**config.mk**
```make
export PLATFORM = sky130hd
export DESIGN_NAME = cache_fill_fsm
export DESIGN_NICKNAME = d
export VERILOG_FILES = /design/src/rtl/cache_fill_fsm.sv
export SDC_FILE = /design/constraint.sdc
export NUM_CORES = 1
export LEC_CHECK = 0
export CORE_UTILIZATION = 32
export CTS_CLUSTER_SIZE = 12
export DETAILED_ROUTE_END_ITERATION = 6
export GPL_ROUTABILITY_DRIVEN = 1
export PLACE_DENSITY = 0.88
export RECOVER_POWER = 25
export SYNTH_ARGS = -nofsm -noshare
export SYNTH_HDL_FRONTEND = slang
export SYNTH_SLANG_ARGS = --single-unit
```
**constraint.sdc**
```tcl
create_clock -name clk_i -period 1.5 [get_ports clk_i]
set_clock_uncertainty 0.05 [all_clocks]
set_input_delay 0.375 -clock clk_i [delete_from_list [all_inputs] [get_ports clk_i]]
set_output_delay 0.375 -clock clk_i [all_outputs]
set_load 0.05 [all_outputs]
```
**src/rtl/cache_fill_fsm.sv**
```systemverilog
// -----------------------------------------------------------------------------
// cache_fill_fsm
//   Miss-handling engine that sits between the I-/D-cache arrays and a
//   multi-cycle main memory. On a miss it latches the block-aligned base,
//   streams one read request per cycle for every 16-bit word of the block, and
//   writes each returned word into the cache data array. The tag/valid write is
//   issued together with the last data word. fsm_busy_o stalls the pipeline
//   stage that missed for the whole fill.
//
// Ports
//   clk_i                clock, all state updates on posedge
//   rst_i                synchronous reset, active-high (wins over a miss)
//   miss_detected_i      cache reports a miss this cycle (sampled in IDLE only)
//   miss_address_i       byte address that missed
//   memory_data_i        read data from main memory
//   memory_data_valid_i  memory_data_i valid this cycle (ignored in IDLE)
//   fsm_busy_o           fill in progress, stall pipeline
//   mem_read_en_o        read request to memory this cycle
//   memory_address_o     byte address of the current read request (base when idle)
//   write_data_array_o   write fill_data_o into cache word fill_word_addr_o
//   fill_word_addr_o     byte address of the word written to the cache (base when idle)
//   fill_data_o          pass-through of memory_data_i
//   write_tag_array_o    write tag/valid for fill_tag_o's block (one cycle per fill)
//   fill_tag_o           tag of the block being filled (upper bits of base)
// -----------------------------------------------------------------------------
module cache_fill_fsm #(
  parameter  int ADDR_W      = 16,
  parameter  int BLOCK_WORDS = 8,
  localparam int OFF_W       = $clog2(2 * BLOCK_WORDS),
  localparam int CNT_W       = $clog2(BLOCK_WORDS) + 1,
  localparam int TAG_W       = ADDR_W - OFF_W
) (
  input  logic              clk_i,
  input  logic              rst_i,
  input  logic              miss_detected_i,
  input  logic [ADDR_W-1:0] miss_address_i,
  input  logic [15:0]       memory_data_i,
  input  logic              memory_data_valid_i,
  output logic              fsm_busy_o,
  output logic              mem_read_en_o,
  output logic [ADDR_W-1:0] memory_address_o,
  output logic              write_data_array_o,
  output logic [ADDR_W-1:0] fill_word_addr_o,
  output logic [15:0]       fill_data_o,
  output logic              write_tag_array_o,
  output logic [TAG_W-1:0]  fill_tag_o
);

  typedef enum logic {
    S_IDLE = 1'b0,
    S_FILL = 1'b1
  } state_e;

  localparam logic [ADDR_W-1:0] BLK_MASK = {{TAG_W{1'b1}}, {OFF_W{1'b0}}};
  localparam logic [CNT_W-1:0]  CNT_FULL = CNT_W'(BLOCK_WORDS);
  localparam logic [CNT_W-1:0]  CNT_LAST = CNT_W'(BLOCK_WORDS - 1);
  localparam logic [CNT_W-1:0]  CNT_ONE  = CNT_W'(1);

  state_e            state_q, state_d;
  logic [ADDR_W-1:0] base_q, base_d;
  logic [CNT_W-1:0]  issue_cnt_q, issue_cnt_d;
  logic [CNT_W-1:0]  rx_cnt_q, rx_cnt_d;

  logic              in_fill;
  logic              issue;
  logic              recv;
  logic              last_word;
  logic [ADDR_W-1:0] issue_off;
  logic [ADDR_W-1:0] rx_off;

  // ---------------------------------------------------------------------------
  // Datapath strobes. Issue and receive are independent streams; the receive
  // counter guard keeps a stray valid after the last word from advancing it.
  // ---------------------------------------------------------------------------
  assign in_fill   = (state_q == S_FILL);
  assign issue     = in_fill && (issue_cnt_q < CNT_FULL);
  assign recv      = in_fill && memory_data_valid_i && (rx_cnt_q < CNT_FULL);
  assign last_word = recv && (rx_cnt_q == CNT_LAST);

  // Word index -> byte offset. base is block-aligned and offsets stay inside
  // the block, so the add can never carry into the tag bits.
  assign issue_off = ADDR_W'({issue_cnt_q[CNT_W-2:0], 1'b0});
  assign rx_off    = ADDR_W'({rx_cnt_q[CNT_W-2:0], 1'b0});

  // ---------------------------------------------------------------------------
  // Next-state logic
  // ---------------------------------------------------------------------------
  always_comb begin
    state_d     = state_q;
    base_d      = base_q;
    issue_cnt_d = issue_cnt_q;
    rx_cnt_d    = rx_cnt_q;
    unique case (state_q)
      S_IDLE: begin
        if (miss_detected_i) begin
          base_d      = miss_address_i & BLK_MASK;
          issue_cnt_d = '0;
          rx_cnt_d    = '0;
          state_d     = S_FILL;
        end
      end
      S_FILL: begin
        // miss_detected_i is deliberately not looked at here: base must stay
        // put so the tag and word addresses stay consistent for the whole fill.
        if (issue) issue_cnt_d = issue_cnt_q + CNT_ONE;
        if (recv)  rx_cnt_d    = rx_cnt_q + CNT_ONE;
        if (last_word) state_d = S_IDLE;
      end
      default: state_d = S_IDLE;
    endcase
  end

  // ---------------------------------------------------------------------------
  // State registers. Reset has priority over an incoming miss.
  // ---------------------------------------------------------------------------
  always_ff @(posedge clk_i) begin
    if (rst_i) begin
      state_q     <= S_IDLE;
      base_q      <= '0;
      issue_cnt_q <= '0;
      rx_cnt_q    <= '0;
    end else begin
      state_q     <= state_d;
      base_q      <= base_d;
      issue_cnt_q <= issue_cnt_d;
      rx_cnt_q    <= rx_cnt_d;
    end
  end

  // ---------------------------------------------------------------------------
  // Outputs. These are combinational from state/counters/memory inputs so that
  // the data write lands in the same cycle the memory word is presented; the
  // memory does not hold its data for a second cycle.
  // ---------------------------------------------------------------------------
  always_comb begin
    fsm_busy_o         = in_fill;
    mem_read_en_o      = issue;
    memory_address_o   = base_q;
    write_data_array_o = recv;
    fill_word_addr_o   = base_q;
    write_tag_array_o  = last_word;
    if (issue) memory_address_o = base_q + issue_off;
    if (recv)  fill_word_addr_o = base_q + rx_off;
  end

  assign fill_data_o = memory_data_i;
  assign fill_tag_o  = base_q[ADDR_W-1:OFF_W];

endmodule

```
==> reports/results.ini <==
[outcome]
status=finished with violations
violations=negative setup slack

[routing]
drt_first_iter_violations=27
first_pass_iters=4
dr_total_vias=975
avgViaCountPerCell=4.41
wl_mm=2.90
wl_per_cell_um=13.1
ant_nets=0
drc_errors=0

[critical_path]
r2r_setup_slack_ps=90
end_kind=output pin
r2r_cells=6
rr_startpoint=fsm_busy_o
required_ps=1070
startpoint=rx_cnt_q[3]
cp.arrival_ps=1230
crit_buf_inv=2
max_stage_delay_ps=320
crit_type=flip-flop to output pin
slowest_stage=dfxtp_2
reg2reg_to=base_q[8]
crit_family=simple AND/OR/NAND/NOR gates
crit_path_start_kind=flip-flop
path_max_fanout=5
crit_chain=nand3b_1 > inv_4 > and3_4 > buf_12

[power]
power_density_nw_per_um2=759
switching_share=0.336
power_frac_seq=0.392
leakage_nw=0.862
clkPwrFrac=0.222
finalPower_w=0.00162
irDropWorstVdd_uv=649
internal_power_w=0.00108
switchingPower_w=0.000546
p_comb_frac=0.386

[floorplan]
dieArea_sq_um=3960
start_util=0.345
std_cell_rows=21
die_w_um=62.9
fp.dieH_um=62.9
pin_count=100
core_sq_um=3440

[hold_path]
min_to=issue_cnt_q[3]
holdCritPathClass=flip-flop to flip-flop
worstHoldStart=issue_cnt_q[3]
hold_depth=2

[sta]
finalHoldViolations=0
post-route-min-period_ps=1660
fin_crit_sh=1.10
finalSetupTns_ps=-742
drv_slew=0
setup_violations=9
rsz0062_at_grt=true
holdWs_ps=448
setup_ws_ps=-155
timing.fmax_ghz=0.604

[cts]
clkSinkCount=21
clockBufferDepth=2
clk_pin_slew_worst_paths_ps=70
insertion_delay_ps=260
root_buffer=clkbuf_8
cts_tree=done
cts_buffers=3
cts.htree.levels=1

[global_routing]
grt_pass1_vias=945
track_usage=0.148
antenna_found_initial=0
grt-ovfl-total=0
grt_pass1_wl_mm=4.58
grt_start_max_net_pins=22

[placed_design]
port_buffers=61
routabilityCongestion=0.782
dpl.hpwl_mm=2.22

[cells_and_area]
final_common_cell=buf_12
syn_to_final_growth_pct=79.8
diodes=0
drive_gt1_frac=0.417
final_nets=214
most-common-layout-cells=buf_12 (47), nand2_1 (27), dfxtp_1 (19)

[yosys]
synth-xor-area-share=0.0221
synth.avg_cell_area_sq_um=8.20
synth_seq_area_share=0.354
synthSimpleGateAreaFrac=0.212
ys_types=24
ys_ff_latch=21
netlist_area_sq_um=1190
synthCells=145
synth_compound_area_frac=0.0747
yosys_warnings=0
synthAdderAreaFrac=0.0211
synth_top_family_by_area=buffers and inverters
yosys-mux-area-fraction=0

[job]
drv_cap=0

==> sequential cells by signal (all words and copies together), names as in the netlist <==
register	flops
base_q	12
issue_cnt_q	4
rx_cnt_q	4
fsm_busy_o	1
==> per-layer routing <==
layer / GRT usage / vias to the layer above / wire (um)
li1: - / 480 / -
met1: 0.148 / 448 / 1070
met2: 0.273 / 41 / 1580
met3: 0.0401 / 6 / 170
met4: 0.0814 / 0 / 80
met5: 0 / - / 0
==> worst max-delay path by stage <==
stage	endpoint	slack, ps	depth (start not counted)
finish	write_tag_array_o	-160	4
CTS	write_tag_array_o	-150	4
detailed placement	write_tag_array_o	-380	5
global placement	write_tag_array_o	-340	5
global route	write_tag_array_o	-210	4
floorplan	write_tag_array_o	-80	3
==> Yosys cell counts <==
cell type | n | area [sq um]
a21oi_1 | 16 | 80.1
a41oi_1 | 1 | 8.76
and2_1 | 3 | 18.8
and2_2 | 3 | 22.5
and3_2 | 1 | 7.51
buf_4 | 43 | 323
buf_6 | 3 | 33.8
clkbuf_1 | 2 | 7.51
clkbuf_2 | 1 | 5.00
conb_1 | 1 | 3.75
dfxtp_1 | 21 | 420
ha_1 | 2 | 25.0
inv_2 | 1 | 3.75
nand2_1 | 27 | 101
nand2b_1 | 2 | 12.5
nand3_1 | 2 | 10.0
nand3b_1 | 3 | 22.5
nand4_1 | 1 | 6.26
nand4b_1 | 1 | 8.76
nor2_1 | 1 | 3.75
nor2b_1 | 2 | 12.5
nor3_1 | 5 | 25.0
xnor2_1 | 1 | 8.76
xor2_1 | 2 | 17.5
==> tightest hold or removal path: stages, from the launching register on <==
cell and delay, ps:
dfxtp_1 340, nand2_1 60, a21oi_1 50
==> cells by family (layout without fill, tap and decap cells) <==
family                     Yosys count  after routing
AOI/OAI and AO/OA                   17             17
buffers and inverters               50             79
other                                1              2
adders and majority gates            2              2
xor gates and xnor gates             3              3
DFF                                 21             21
and+or+nand+nor                     51             51
==> power groups by stage <==
stage | Combinational, W | Sequential [W] | Clock (W)
after floorplan | 0.000406 | 0.000687 | 0
after global placement | 0.000608 | 0.000648 | 0
after detailed placement | 0.000617 | 0.000651 | 0
after CTS | 0.000629 | 0.000637 | 0.000381
after global routing | 0.000650 | 0.000641 | 0.000389
final | 0.000626 | 0.000636 | 0.000361
==> final cells by class <==
class | instances | area [sq um]
clock buffer | 4 | 45.0
fill | 292 | 1310
multi-input combinational | 75 | 422
inverter | 1 | 6.26
tap | 46 | 57.6
sequential | 21 | 425
timing repair buffer | 74 | 1180
==> through the flow <==
step	instances	setup slack, ps	utilization	area [sq um]
2_1_floorplan	146	-77.5	-	1220
3_3_place_gp	212	-336	0.594	2050
3_5_place_dp	212	-384	0.594	2050
4_1_cts	220	-152	0.619	2130
5_1_grt	221	-206	0.621	2140
6_report	221	-155	0.621	2140
==> repair_timing <==
action	4_1_cts	5_1_grt
pin swaps	2	0
buffers inserted	4	1
setup endpoints to repair	9	9
resized for setup	5	0
hold buffers	0	0
No activity file was read; power rests on OpenSTA's default activity.
